$ cat config.mk
export PLATFORM = sky130hd
export DESIGN_NAME = multicycle_controller_flat
export DESIGN_NICKNAME = d
export VERILOG_FILES = /design/src/rtl/rv32_ctrl_pkg.sv /design/src/rtl/multicycle_controller_if.sv /design/src/rtl/multicycle_controller_aludec.sv /design/src/rtl/multicycle_controller_mainfsm.sv /design/src/rtl/multicycle_controller.sv /design/src/flat_wrapper.sv
export SDC_FILE = /design/constraint.sdc
export NUM_CORES = 1
export LEC_CHECK = 0
export ABC_AREA = 1
export BUFFER_PORTS_ARGS = -buffer_cell sky130_fd_sc_hd__buf_2
export CAP_MARGIN = 25
export CORE_MARGIN = 1
export CORE_UTILIZATION = 48
export CTS_CLUSTER_SIZE = 16
export DETAILED_ROUTE_END_ITERATION = 16
export PLACE_DENSITY = 0.89
export SETUP_SLACK_MARGIN = 0.2
export SYNTH_ARGS = -nofsm -noshare
export SYNTH_HDL_FRONTEND = slang
export SYNTH_SLANG_ARGS = --single-unit
export TNS_END_PERCENT = 100
$ cat constraint.sdc
create_clock -name clk -period 1.6 [get_ports clk]
set_input_delay 0.16 -clock clk [delete_from_list [all_inputs] [get_ports clk]]
set_output_delay 0.16 -clock clk [all_outputs]
set_load 0.1 [all_outputs]
$ cat src/rtl/rv32_ctrl_pkg.sv
// rv32_ctrl_pkg: shared states, opcodes, mux selects and ALU codes for the multicycle controller
package rv32_ctrl_pkg;

    typedef enum logic [3:0] {
        S_FETCH    = 4'd0,
        S_DECODE   = 4'd1,
        S_MEMADR   = 4'd2,
        S_MEMREAD  = 4'd3,
        S_MEMWB    = 4'd4,
        S_MEMWRITE = 4'd5,
        S_EXECR    = 4'd6,
        S_EXECI    = 4'd7,
        S_ALUWB    = 4'd8,
        S_BEQ      = 4'd9,
        S_JAL      = 4'd10
    } state_t;

    localparam logic [6:0] OP_LW  = 7'b0000011;
    localparam logic [6:0] OP_SW  = 7'b0100011;
    localparam logic [6:0] OP_R   = 7'b0110011;
    localparam logic [6:0] OP_I   = 7'b0010011;
    localparam logic [6:0] OP_BEQ = 7'b1100011;
    localparam logic [6:0] OP_JAL = 7'b1101111;

    localparam logic [1:0] SRCA_PC       = 2'b00;
    localparam logic [1:0] SRCA_OLDPC    = 2'b01;
    localparam logic [1:0] SRCA_A        = 2'b10;
    localparam logic [1:0] SRCB_WD       = 2'b00;
    localparam logic [1:0] SRCB_IMM      = 2'b01;
    localparam logic [1:0] SRCB_FOUR     = 2'b10;
    localparam logic [1:0] RES_ALUOUT    = 2'b00;
    localparam logic [1:0] RES_DATA      = 2'b01;
    localparam logic [1:0] RES_ALURESULT = 2'b10;
    localparam logic [1:0] IMM_I         = 2'b00;
    localparam logic [1:0] IMM_S         = 2'b01;
    localparam logic [1:0] IMM_B         = 2'b10;
    localparam logic [1:0] IMM_J         = 2'b11;
    localparam logic [1:0] ALUOP_ADD     = 2'b00;
    localparam logic [1:0] ALUOP_SUB     = 2'b01;
    localparam logic [1:0] ALUOP_FUNCT   = 2'b10;

    localparam logic [2:0] ALU_ADD = 3'b000;
    localparam logic [2:0] ALU_SUB = 3'b001;
    localparam logic [2:0] ALU_AND = 3'b010;
    localparam logic [2:0] ALU_OR  = 3'b011;
    localparam logic [2:0] ALU_SLT = 3'b101;

    typedef struct packed {
        logic       adr_src;
        logic       mem_write;
        logic       reg_write;
        logic [1:0] result_src;
        logic [1:0] alu_src_a;
        logic [1:0] alu_src_b;
        logic [1:0] alu_op;
        logic       fetch;
        logic       decode;
        logic       beq;
        logic       jal;
    } ctrl_t;

    function automatic logic op_legal(logic [6:0] op);
        return op == OP_LW || op == OP_SW || op == OP_R || op == OP_I || op == OP_BEQ || op == OP_JAL;
    endfunction

endpackage

$ cat src/rtl/multicycle_controller_if.sv
// multicycle_controller_if: instruction fields, status inputs and control outputs between controller and datapath
interface multicycle_controller_if;
    logic [6:0] op;
    logic [2:0] funct3;
    logic       funct7b5;
    logic       Zero;
    logic       MemReady;
    logic       PCWrite;
    logic       AdrSrc;
    logic       MemWrite;
    logic       IRWrite;
    logic [1:0] ResultSrc;
    logic [1:0] ALUSrcA;
    logic [1:0] ALUSrcB;
    logic [1:0] ImmSrc;
    logic [2:0] ALUControl;
    logic       RegWrite;
    logic       Illegal;
    logic [3:0] State;

    modport master (
        input  op, funct3, funct7b5, Zero, MemReady,
        output PCWrite, AdrSrc, MemWrite, IRWrite, ResultSrc, ALUSrcA, ALUSrcB,
               ImmSrc, ALUControl, RegWrite, Illegal, State
    );

    modport slave (
        output op, funct3, funct7b5, Zero, MemReady,
        input  PCWrite, AdrSrc, MemWrite, IRWrite, ResultSrc, ALUSrcA, ALUSrcB,
               ImmSrc, ALUControl, RegWrite, Illegal, State
    );
endinterface

$ cat src/rtl/multicycle_controller_aludec.sv
// aludec: maps ALUOp plus instruction fields to the ALU operation code
module aludec
    import rv32_ctrl_pkg::*;
(
    input  logic       op5,
    input  logic [2:0] funct3,
    input  logic       funct7b5,
    input  logic [1:0] alu_op,
    output logic [2:0] alu_control
);
    // only funct-decoded ops look at funct3; unknown funct3 quietly falls back to add
    always_comb
        alu_control = alu_op == ALUOP_SUB     ? ALU_SUB :
                      alu_op != ALUOP_FUNCT   ? ALU_ADD :
                      funct3 == 3'b000        ? ((op5 && funct7b5) ? ALU_SUB : ALU_ADD) :
                      funct3 == 3'b010        ? ALU_SLT :
                      funct3 == 3'b110        ? ALU_OR  :
                      funct3 == 3'b111        ? ALU_AND : ALU_ADD;
endmodule

$ cat src/rtl/multicycle_controller_mainfsm.sv
// mainfsm: instruction sequencing state machine with registered Moore controls
module mainfsm
    import rv32_ctrl_pkg::*;
#(
    parameter state_t RESET_STATE = S_FETCH
) (
    input  logic       clk,
    input  logic       reset,
    input  logic [6:0] op,
    input  logic       ready,
    input  logic       zero,
    output state_t     state,
    output logic       pc_write,
    output logic       ir_write,
    output logic       mem_write,
    output logic       reg_write,
    output logic       illegal,
    output logic       adr_src,
    output logic [1:0] result_src,
    output logic [1:0] alu_src_a,
    output logic [1:0] alu_src_b,
    output logic [1:0] alu_op
);
    ctrl_t  ctrl;
    state_t nxt;

    function automatic state_t next_state(state_t s, logic [6:0] o, logic rdy);
        state_t n;
        case (s)
            S_FETCH:    n = rdy ? S_DECODE : S_FETCH;
            S_DECODE:   n = (o == OP_LW || o == OP_SW) ? S_MEMADR :
                            o == OP_R   ? S_EXECR :
                            o == OP_I   ? S_EXECI :
                            o == OP_BEQ ? S_BEQ   :
                            o == OP_JAL ? S_JAL   : S_FETCH;
            S_MEMADR:   n = o[5] ? S_MEMWRITE : S_MEMREAD;
            S_MEMREAD:  n = rdy ? S_MEMWB : S_MEMREAD;
            S_MEMWRITE: n = rdy ? S_FETCH : S_MEMWRITE;
            S_EXECR, S_EXECI, S_JAL: n = S_ALUWB;
            default:    n = S_FETCH;
        endcase
        return n;
    endfunction

    function automatic ctrl_t moore(state_t s);
        ctrl_t c;
        c = '0;
        case (s)
            S_FETCH:    begin c.fetch = 1'b1; c.alu_src_b = SRCB_FOUR; c.result_src = RES_ALURESULT; end
            S_DECODE:   begin c.decode = 1'b1; c.alu_src_a = SRCA_OLDPC; c.alu_src_b = SRCB_IMM; end
            S_MEMADR:   begin c.alu_src_a = SRCA_A; c.alu_src_b = SRCB_IMM; end
            S_MEMREAD:  c.adr_src = 1'b1;
            S_MEMWB:    begin c.result_src = RES_DATA; c.reg_write = 1'b1; end
            S_MEMWRITE: begin c.adr_src = 1'b1; c.mem_write = 1'b1; end
            S_EXECR:    begin c.alu_src_a = SRCA_A; c.alu_src_b = SRCB_WD; c.alu_op = ALUOP_FUNCT; end
            S_EXECI:    begin c.alu_src_a = SRCA_A; c.alu_src_b = SRCB_IMM; c.alu_op = ALUOP_FUNCT; end
            S_ALUWB:    c.reg_write = 1'b1;
            S_BEQ:      begin c.beq = 1'b1; c.alu_src_a = SRCA_A; c.alu_src_b = SRCB_WD; c.alu_op = ALUOP_SUB; end
            S_JAL:      begin c.jal = 1'b1; c.alu_src_a = SRCA_OLDPC; c.alu_src_b = SRCB_FOUR; end
            default:    c = '0;
        endcase
        return c;
    endfunction

    // next state from the current state, opcode and memory handshake
    always_comb nxt = next_state(state, op, ready);

    // controls are decoded from the incoming state so they are registered alongside it
    always_ff @(posedge clk) begin
        if (reset) begin
            state <= RESET_STATE;
            ctrl  <= moore(RESET_STATE);
        end else begin
            state <= nxt;
            ctrl  <= moore(nxt);
        end
    end

    assign pc_write   = !reset && ((ctrl.fetch && ready) || (ctrl.beq && zero) || ctrl.jal);
    assign ir_write   = !reset && ctrl.fetch && ready;
    assign mem_write  = !reset && ctrl.mem_write;
    assign reg_write  = !reset && ctrl.reg_write;
    assign illegal    = !reset && ctrl.decode && !op_legal(op);
    assign adr_src    = ctrl.adr_src;
    assign result_src = ctrl.result_src;
    assign alu_src_a  = ctrl.alu_src_a;
    assign alu_src_b  = ctrl.alu_src_b;
    assign alu_op     = ctrl.alu_op;
endmodule

$ cat src/rtl/multicycle_controller.sv
// multicycle_controller: control unit for the multicycle RV32I datapath
module multicycle_controller
    import rv32_ctrl_pkg::*;
#(
    parameter int     MEM_HANDSHAKE = 1,
    parameter state_t RESET_STATE   = S_FETCH
) (
    input logic                    clk,
    input logic                    reset,
    multicycle_controller_if.master bus
);
    logic       ready;
    logic [1:0] alu_op;
    state_t     state;

    assign ready = MEM_HANDSHAKE != 0 ? bus.MemReady : 1'b1;

    mainfsm #(.RESET_STATE(RESET_STATE)) u_fsm (
        .clk        (clk),
        .reset      (reset),
        .op         (bus.op),
        .ready      (ready),
        .zero       (bus.Zero),
        .state      (state),
        .pc_write   (bus.PCWrite),
        .ir_write   (bus.IRWrite),
        .mem_write  (bus.MemWrite),
        .reg_write  (bus.RegWrite),
        .illegal    (bus.Illegal),
        .adr_src    (bus.AdrSrc),
        .result_src (bus.ResultSrc),
        .alu_src_a  (bus.ALUSrcA),
        .alu_src_b  (bus.ALUSrcB),
        .alu_op     (alu_op)
    );

    aludec u_alu (
        .op5         (bus.op[5]),
        .funct3      (bus.funct3),
        .funct7b5    (bus.funct7b5),
        .alu_op      (alu_op),
        .alu_control (bus.ALUControl)
    );

    assign bus.State  = state;
    assign bus.ImmSrc = bus.op == OP_SW  ? IMM_S :
                        bus.op == OP_BEQ ? IMM_B :
                        bus.op == OP_JAL ? IMM_J : IMM_I;
endmodule

$ cat src/flat_wrapper.sv
// flat-port wrapper written by rule: the top's interface ports become plain ports
module multicycle_controller_flat import rv32_ctrl_pkg::*;
#(
    parameter int     MEM_HANDSHAKE = 1,
    parameter state_t RESET_STATE   = S_FETCH
)
  (clk, reset, bus_op, bus_funct3, bus_funct7b5, bus_Zero, bus_MemReady, bus_PCWrite, bus_AdrSrc, bus_MemWrite, bus_IRWrite, bus_ResultSrc, bus_ALUSrcA, bus_ALUSrcB, bus_ImmSrc, bus_ALUControl, bus_RegWrite, bus_Illegal, bus_State);
  multicycle_controller_if bus_i ();
  input logic clk;
  input logic reset;
  input wire logic [$bits(bus_i.op)-1:0] bus_op;
  input wire logic [$bits(bus_i.funct3)-1:0] bus_funct3;
  input wire logic [$bits(bus_i.funct7b5)-1:0] bus_funct7b5;
  input wire logic [$bits(bus_i.Zero)-1:0] bus_Zero;
  input wire logic [$bits(bus_i.MemReady)-1:0] bus_MemReady;
  output wire logic [$bits(bus_i.PCWrite)-1:0] bus_PCWrite;
  output wire logic [$bits(bus_i.AdrSrc)-1:0] bus_AdrSrc;
  output wire logic [$bits(bus_i.MemWrite)-1:0] bus_MemWrite;
  output wire logic [$bits(bus_i.IRWrite)-1:0] bus_IRWrite;
  output wire logic [$bits(bus_i.ResultSrc)-1:0] bus_ResultSrc;
  output wire logic [$bits(bus_i.ALUSrcA)-1:0] bus_ALUSrcA;
  output wire logic [$bits(bus_i.ALUSrcB)-1:0] bus_ALUSrcB;
  output wire logic [$bits(bus_i.ImmSrc)-1:0] bus_ImmSrc;
  output wire logic [$bits(bus_i.ALUControl)-1:0] bus_ALUControl;
  output wire logic [$bits(bus_i.RegWrite)-1:0] bus_RegWrite;
  output wire logic [$bits(bus_i.Illegal)-1:0] bus_Illegal;
  output wire logic [$bits(bus_i.State)-1:0] bus_State;
  assign bus_i.op = bus_op;
  assign bus_i.funct3 = bus_funct3;
  assign bus_i.funct7b5 = bus_funct7b5;
  assign bus_i.Zero = bus_Zero;
  assign bus_i.MemReady = bus_MemReady;
  assign bus_PCWrite = bus_i.PCWrite;
  assign bus_AdrSrc = bus_i.AdrSrc;
  assign bus_MemWrite = bus_i.MemWrite;
  assign bus_IRWrite = bus_i.IRWrite;
  assign bus_ResultSrc = bus_i.ResultSrc;
  assign bus_ALUSrcA = bus_i.ALUSrcA;
  assign bus_ALUSrcB = bus_i.ALUSrcB;
  assign bus_ImmSrc = bus_i.ImmSrc;
  assign bus_ALUControl = bus_i.ALUControl;
  assign bus_RegWrite = bus_i.RegWrite;
  assign bus_Illegal = bus_i.Illegal;
  assign bus_State = bus_i.State;
  multicycle_controller #(.MEM_HANDSHAKE(MEM_HANDSHAKE), .RESET_STATE(RESET_STATE)) u_core (.clk(clk), .reset(reset), .bus(bus_i));
endmodule
; ---- Word-level counts from Yosys, hierarchy flattened
; Cells that the tools add are included.
[word_totals]
latchBits = 0
ram_bits = 0
memories = 0
out_inout_bits = 21
romBits = 0
regBits = 19
[classes]
n_shift = 0
muxes = 31
n_addsub = 0
reduce_logical = 30
n_eq_ne = 28
order_cmp = 0
div_mod_pow = 0
n_mul = 0
n_bitwise = 0
[ops]
columns = cell, count
row1 = $eq A4 B3 Y1 const B, 7
row2 = $pmux W4 S6, 1
row3 = $mux W3, 7
row4 = $mux W4, 5
row5 = $eq A4 B2 Y1 const B, 4
row6 = $eq A4 B4 Y1 const B, 4
row7 = $pmux W2 S2, 4
row8 = $eq A7 B6 Y1 const B, 2
row9 = $eq A7 B7 Y1 const B, 2
row10 = $logic_and A1 B1 Y1, 10
row11 = $mux W2, 5
row12 = $reduce_or A2 Y1, 5
row13 = $mux W1, 9
row14 = $eq A4 B1 Y1 const B, 2
row15 = $logic_not A4 Y1, 2
row16 = $eq A7 B2 Y1 const B, 1
row17 = $eq A7 B5 Y1 const B, 1
row18 = $logic_or A1 B1 Y1, 7
row19 = $eq A3 B3 Y1 const B, 2
row20 = $reduce_or A3 Y1, 2
row21 = $reduce_or A4 Y1, 1
row22 = $eq A3 B2 Y1 const B, 1
row23 = $logic_not A3 Y1, 1
row24 = $eq A2 B1 Y1 const B, 1
row25 = 2 further kinds, 3

; ---- Longest topological paths before layout
; Gate-level depths: netlist (run 1).
[logic_depth]
ltp_word = 10
depth_mapped = 11
mapped_depth_nobuf = 11

; ---- Cells and area by module
; From an unflattened synthesis (run 1), not the netlist that was laid out.
[unflattened]
cells_unflattened = 168
hier_area_um2 = 1088.5
[by_module_without_submodules]
columns = module, cells_per_inst, seq_area_each_um2, n_inst, area_per_inst_um2
row1 = mainfsm, 137, 360.3, 1, 954.7
row2 = multicycle_controller, 17, 0.0, 1, 68.8
row3 = aludec, 14, 0.0, 1, 65.1

; ---- Worst setup path before layout (run 1)
; OpenSTA, ideal clock, no wires.
[synth_path]
path_kind = flip-flop to output port
start = register u_core.u_fsm.ctrl (netlist bit u_core.u_fsm.alu_op[0])
end = output port bus_ALUControl[2]
setup_slack_ns = -1.018
arrival_ns = 2.458
stages_incl_launch_ff = 4
path_cell_list = dfxtp_1 inv_1 nand3_1 nor3_1
[synth_via]
elab_chain_len = 3
[synth_rtl]
columns = item, line_no
row1 = "start, declared", multicycle_controller_mainfsm.sv:24  ; ctrl_t ctrl;
row2 = "start signal, assigned", multicycle_controller_mainfsm.sv:72  ; ctrl <= moore(RESET_STATE);
row3 = "start signal, assigned", multicycle_controller_mainfsm.sv:75  ; ctrl <= moore(nxt);
row4 = $ne A2 B2 Y1, multicycle_controller_aludec.sv:14  ; alu_op != ALUOP_FUNCT ? ALU_ADD :
row5 = $mux W3, multicycle_controller_aludec.sv:14
row6 = $mux W3 *, multicycle_controller_aludec.sv:13  ; alu_control = alu_op == ALUOP_SUB ? ALU_SUB :
row7 = "end, declared", flat_wrapper.sv:24  ; output wire logic [$bits(bus_i.ALUControl)-1:0] bus_ALUControl;
; Mark *: on every way between the ends. The rest lies on a longest branch, timed or not.

; ---- Final worst setup path (run 1)
[layout_path]
start = register u_core.u_fsm.state[1]
end = register u_core.u_fsm.ctrl (netlist bit u_core.u_fsm.alu_src_b[0])
[layout_via]
elab_chain_len = 6
[layout_rtl]
columns = item, line_no
row1 = "start, declared", multicycle_controller_mainfsm.sv:12  ; output state_t state,
row2 = "start signal, assigned", multicycle_controller_mainfsm.sv:74  ; state <= nxt;
row3 = $eq A4 B3 Y1 / $eq A4 B4 Y1 (equally long branches), multicycle_controller_mainfsm.sv:29  ; case (s)
row4 = $reduce_or A3 Y1, multicycle_controller_mainfsm.sv:29
row5 = $pmux W4 S6 *, multicycle_controller_mainfsm.sv:29
row6 = "$eq A4 B3 Y1, or another cell as far along", multicycle_controller_mainfsm.sv:48  ; case (s)
row7 = $reduce_or A3 Y1 (no line) / $reduce_or A2 Y1 (equally long branches), --
row8 = $pmux W2 S2 *, multicycle_controller_mainfsm.sv:48
; Marks and branches as above.
; A chain may end at the register's enable or synchronous reset.

==> qor.yml, run 1 <==
critical_path:
  path_cells: "inv_2, nand2_1, nor2_4, nand3b_1, inv_1, nor2_4, nand2_2, nor2_1, nor2_1, nor2_1"
  startpoint: "u_core.u_fsm.state[1]"
  cp_max_fo: 5
  slowest_delay_ns: 0.37
  cp-start-kind: "flop"
  cp.required_ns: 1.78
  r2r_start: "u_core.u_fsm.state[1]"
  crit_path_frequent_cell: "nor2_1"
  cp_slowest_cell: "dfxtp_4"
  rrSetupSlack_ns: 0.18
  crit_end: "u_core.u_fsm.alu_src_b[0]"
  r2r-end: "u_core.u_fsm.alu_src_b[0]"
  crit_type: "reg2reg"
  crit_path_end_kind: "flop"
  cp.arrival_ns: 1.60
  rr_worst_depth: 10
timing:
  max_freq_mhz: 706
  tightest_slew_ns: 0.498
  final_max_slew_viol_count: 0
  setup_viol: 0
  hold_viol: 0
  fin_crit_sh_pct: 88.5
  max_slew_margin_pct: 67.0
  fin_skew_ns: 0.0107
  rsz0062_at_grt: "yes"
  min_period_ns: 1.42
  setup-tns-final_ns: 0
global_route:
  grt_pass1_vias: 896
  grt.total_usage_pct: 22.1
  overflow: 0
  grt_max_degree: 15
  grt_pass1_wl_mm: 3.54
  grt_antenna_before_repair: 0
synthesis:
  syn-num-nets: 165
  seq_area_frac_synth_pct: 35.8
  synth_seq_cells: 18
  synth_cell_types: 21
  ys_warn_count: 0
  netlist_area_um2: 1010
  avgSynthCellArea_um2: 6.71
  synth_cells: 150
pwr:
  powerDensity_nw_per_um2: 682
  peakVddDrop_v: 0.000637
  p_leak_nw: 0.764
floorplan:
  die_w_um: 47.8
  initial_core_util_pct: 51.3
  io_pins: 36
  rows: 16
  die_y_um: 47.8
  core-area_um2: 1960
  die_area_um2: 2290
drt:
  detail_route.first_pass.iterations: 4
  vias: 1096
  drtIter0Drc: 59
  wl_mm: 2.79
  ant_nets: 0
  wl_per_cell_um: 13.2
  post-route-drc-count: 0
  viasPerCell: 5.19
clocking:
  clock_path_buffers: 2
  cts_buffers: 3
  cts_hold_buf: 0
  path_clk_slew_ns: 0.10
  clock-sinks: 18
  h-tree-depth: 1
  clk_latency_ns: 0.29
  cts_root_buf: "clkbuf_4"
  cts_tree: "built"
placement:
  placed_cells: 205
  gp_congestion: 0.889
  port_buffers: 35
  hpwl_mm: 1.96
finish:
  drive_gt1_share_pct: 45.7
  antenna_cells: 0
  syn2layout_area_growth_pct: 38.1
  seqCellArea_um2: 377
  nets: 200
  multi_input_area_um2: 577
  nFillCells: 160
  stdcell_count: 211
hold_path:
  hold_path_class: "in2reg"
run:
  cap_violations: 0
outcome:
  status: "completed"
## registers in the layout, indices dropped and copies added, names as in the netlist
register and flops:
u_core.u_fsm.ctrl 6, u_core.u_fsm.state 4, u_core.u_fsm.alu_src_a 2, u_core.u_fsm.adr_src 1, u_core.u_fsm.alu_op 2, u_core.u_fsm.alu_src_b 2, u_core.u_fsm.result_src 1
## worst min-delay path by stage
stage | depth (start not counted) | to | startpoint
2_1_floorplan | 1 | u_core.u_fsm.alu_src_a[0] | reset
3_3_place_gp | 3 | u_core.u_fsm.result_src[0] | bus_MemReady
3_5_place_dp | 3 | u_core.u_fsm.result_src[0] | bus_MemReady
4_1_cts | 3 | u_core.u_fsm.result_src[0] | bus_MemReady
5_1_grt | 2 | u_core.u_fsm.ctrl[2] | reset
6_report | 2 | u_core.u_fsm.ctrl[0] | reset
## cell families after synthesis
logic type,after synthesis,share of synthesized area [%]
and+or+nand+nor,88,43.6
AOI/OAI and AO/OA,9,5.34
buffers and inverters,35,15.3
DFF,18,35.8
## placed cells by master (no fill, tap or decap), types with 6 or more instances in the layout
cell type	instances
buf_2	27
nand2_1	25
inv_1	22
nor2_1	18
dfxtp_1	13
nand3_1	12
nand3_2	8
inv_2	6
nor2_2	6
nor2_4	6
## routing by layer
| metal | vias up | global-route usage (%) | part of all wire (%) |
|---|---|---|---|
| met2 | 49 | 40.0 | 56 |
| met3 | 10 | 6.04 | 5.7 |
| met5 | - | 0 | 0 |
| li1 | 527 | - | - |
| met1 | 510 | 25.2 | 36 |
| met4 | 0 | 6.67 | 2.7 |
## final cells by class
cell class,count,share of cell area (%)
multi-input cells,97,41.5
flip-flops and latches,18,27.1
repair buffers,37,18.9
inverters,28,7.55
clock buffers,4,2.61
well taps,27,2.43
## worst max-delay path, delay by kind of cell (launching register included)
family,cells,cell delay (ns)
buffers and inverters,2,0.21
flip-flops,1,0.37
AND/OR/NAND/NOR,8,0.72
## per-stage QoR
| stage | worst slack (ns) | power (mW) | utilization [%] | hold WS, ns | cell area (um2) |
|---|---|---|---|---|---|
| finish | 0.184 | 0.949 | 70.9 | 0.223 | 1390 |
| global route | 0.0412 | 0.998 | 70.9 | 0.222 | 1390 |
| CTS | 0.165 | 0.944 | 68.0 | 0.196 | 1330 |
| detailed placement | 0.230 | 0.679 | 65.2 | 0.509 | 1280 |
| global placement | 0.297 | 0.674 | 65.2 | 0.509 | 1280 |
| floorplan | -0.214 | 0.634 | - | 0.229 | 1070 |
## where the power goes
group          switching [mW]  leakage, nW  internal [mW]
logic                   0.169        0.593         0.0520
clock network           0.133       0.0210          0.139
registers             0.00496        0.150          0.452
total                   0.306        0.764          0.643
## repair_timing
item                                    4_1_cts  5_1_grt
resized for setup                             6       12
setup buffers                                 0        2
pin swaps                                     0        2
endpoints found under the setup margin        5       12
## synth_stat cells
cell	instances	area, um2
nand2_4	1	11.3
buf_4	6	45.0
nor2_1	24	90.1
o2111ai_1	1	8.76
a21oi_1	5	25.0
inv_2	4	15.0
o21ai_0	1	5.00
nor3_1	1	5.00
o22ai_1	1	6.26
nand4_1	3	18.8
a21oi_2	1	8.76
nand2_2	6	37.5
nor2_2	4	25.0
inv_1	24	90.1
clkbuf_1	1	3.75
nand2_1	25	93.8
nand3_2	4	40.0
nand3b_1	2	15.0
nand3_1	16	80.1
dfxtp_1	18	360
nor2_4	2	22.5
(Power assumes the default switching activity.)
==> inputs of run 2 (changes only) <==
Settings changed: GPL_TIMING_DRIVEN set to 0.
==> run 2 against run 1 <==
Fmax up 0.92%. Wire length shrank 4.9%. Design area grew 0.54%. Total power rose by 2.0%. Via count fell by 2.0%. Critical path type unchanged. Critical endpoint is now u_core.u_fsm.alu_src_b[1].
==> qor.yml, run 2 (same netlist as run 1, synthesis figures left out) <==
drt:
  wl_mm: 2.65
  drtIter0Drc: 32
  ant_nets: 0
  wl_per_cell_um: 12.2
  viasPerCell: 4.95
  detail_route.first_pass.iterations: 4
  vias: 1074
  post-route-drc-count: 0
placement:
  hpwl_mm: 1.88
  gp_congestion: 0.840
  place_area_um2: 1280
  port_buffers: 35
global_route:
  met2_usage_pct: 38.6
  overflow: 0
  busiest_layer: "met2"
  grt.total_usage_pct: 22.1
  grt_max_degree: 11
  grt.met3_usage_pct: 4.53
  grt_pass1_vias: 937
  grt_antenna_before_repair: 0
  grt_pass1_wl_mm: 3.57
  globalRouteMet1Util_pct: 25.4
critical_path:
  path_cells: "inv_2, nand2_1, nand3_2, nand3_2, nor2_4, buf_6, nand4_1, nand3_1"
  cp_max_fo: 6
  crit_path_end_kind: "flop"
  cp_slowest_cell: "dfxtp_4"
  cp.required_ns: 1.83
  crit_type: "reg2reg"
  rr_worst_depth: 8
  cp-start-kind: "flop"
  slowest_delay_ns: 0.38
  cp.arrival_ns: 1.64
  crit_path_frequent_cell: "nand3_2"
finish:
  drive_gt1_share_pct: 49.5
  syn2layout_area_growth_pct: 38.9
  antenna_cells: 0
  layout_commonest_cell: "buf_2"
  largest_register_ffs: 6
  largest-register: "u_core.u_fsm.ctrl"
  nFillCells: 151
  nets: 206
  final_cell_mix: "27 x buf_2, 23 x nand2_1, 19 x inv_1"
  final_area_um2: 1400
  largest_registers: "u_core.u_fsm.ctrl x6, u_core.u_fsm.state x4"
floorplan:
  io_pins: 36
  die_y_um: 47.8
  die_w_um: 47.8
  rows: 16
  initial_core_util_pct: 51.3
  core-area_um2: 1960
  die_area_um2: 2290
clocking:
  cts_root_buf: "clkbuf_4"
  cts_buffers: 3
  clk_latency_ns: 0.29
  clock-sinks: 18
  clock_path_buffers: 2
  h-tree-depth: 1
  path_clk_slew_ns: 0.11
  cts_tree: "built"
pwr:
  seqPwrFrac_pct: 47.3
  powerDensity_nw_per_um2: 692
  p_clk_share_pct: 28.9
  finalPower_mw: 0.968
  p_switching_mw: 0.318
  p_leak_nw: 0.776
  peakVddDrop_v: 0.000560
  p_comb_share_pct: 23.9
  switching_share_pct: 32.8
  intPower_mw: 0.650
timing:
  rsz0062_at_grt: "yes"
  setup_viol: 0
  fin_skew_ns: 0.00613
  min_period_ns: 1.40
  final_max_slew_viol_count: 0
  tightest_slew_ns: 0.539
  hold_viol: 0
  max_slew_margin_pct: 64.0
  fin_crit_sh_pct: 87.7
  max_freq_mhz: 713
hold_path:
  hold-path-cell-count: 2
  hold_path_class: "in2reg"
run:
  cap_violations: 0
outcome:
  status: "completed"
==> run 2: stage by stage <==
stage          worst slack, ns  TNS, ns  cells  utilization (%)  hold slack [ns]
3_5_place_dp             0.179        0    212             65.4            0.416
2_1_floorplan           -0.214   -0.214    150                -            0.229
5_1_grt                  0.142        0    217             71.3            0.119
6_report                 0.197        0    217             71.3            0.109
3_3_place_gp             0.222        0    212             65.4            0.406
4_1_cts                  0.181        0    216             67.9            0.107
==> run 2: metal layers <==
metal / up-vias / share of wire (%)
met5: - / 0
met4: 0 / 1.8
li1: 543 / -
met1: 478 / 40
met2: 47 / 53
met3: 6 / 5.1
==> run 2: timing repair <==
action | 4_1_cts | 5_1_grt
buffers inserted | 0 | 1
hold buffers | 0 | 0
resized for setup | 5 | 21
endpoints found under the setup margin | 5 | 17
pin swaps | 0 | 3
==> run 2: cell type report <==
| type | count | area (um2) | area share, % |
|---|---|---|---|
| Tap cell | 27 | 33.8 | 2.42 |
| Timing Repair Buffer | 36 | 214 | 15.3 |
| Inverter | 28 | 108 | 7.69 |
| Sequential cell | 18 | 377 | 26.9 |
| Buffer | 7 | 48.8 | 3.49 |
| Multi-Input combinational cell | 97 | 582 | 41.6 |
| Clock buffer | 4 | 36.3 | 2.59 |
==> run 2: critical path, delay by kind of cell (launching register included) <==
family	cells	cell delay, ns
AND/OR/NAND/NOR	6	0.75
flip-flops	1	0.38
buffers and inverters	2	0.23
==> run 2: power groups by stage <==
| stage | Sequential, mW | Clock, mW | Combinational, mW |
|---|---|---|---|
| after detailed placement | 0.467 | 0 | 0.216 |
| final | 0.458 | 0.279 | 0.231 |
| after global routing | 0.460 | 0.299 | 0.243 |
| after floorplan | 0.480 | 0 | 0.154 |
| after global placement | 0.467 | 0 | 0.210 |
| after CTS | 0.457 | 0.281 | 0.218 |
==> run 2: worst paths after layout <==
| path | slack, ns | start | endpoint |
|---|---|---|---|
| hold / removal | 0.11 | reset | u_core.u_fsm.alu_src_a[0] |
| hold reg to reg | 0.67 | u_core.u_fsm.state[2] | u_core.u_fsm.result_src[0] |
| setup reg to reg | 0.20 | u_core.u_fsm.state[1] | u_core.u_fsm.alu_src_b[1] |
| setup / recovery | 0.20 | u_core.u_fsm.state[1] | u_core.u_fsm.alu_src_b[1] |
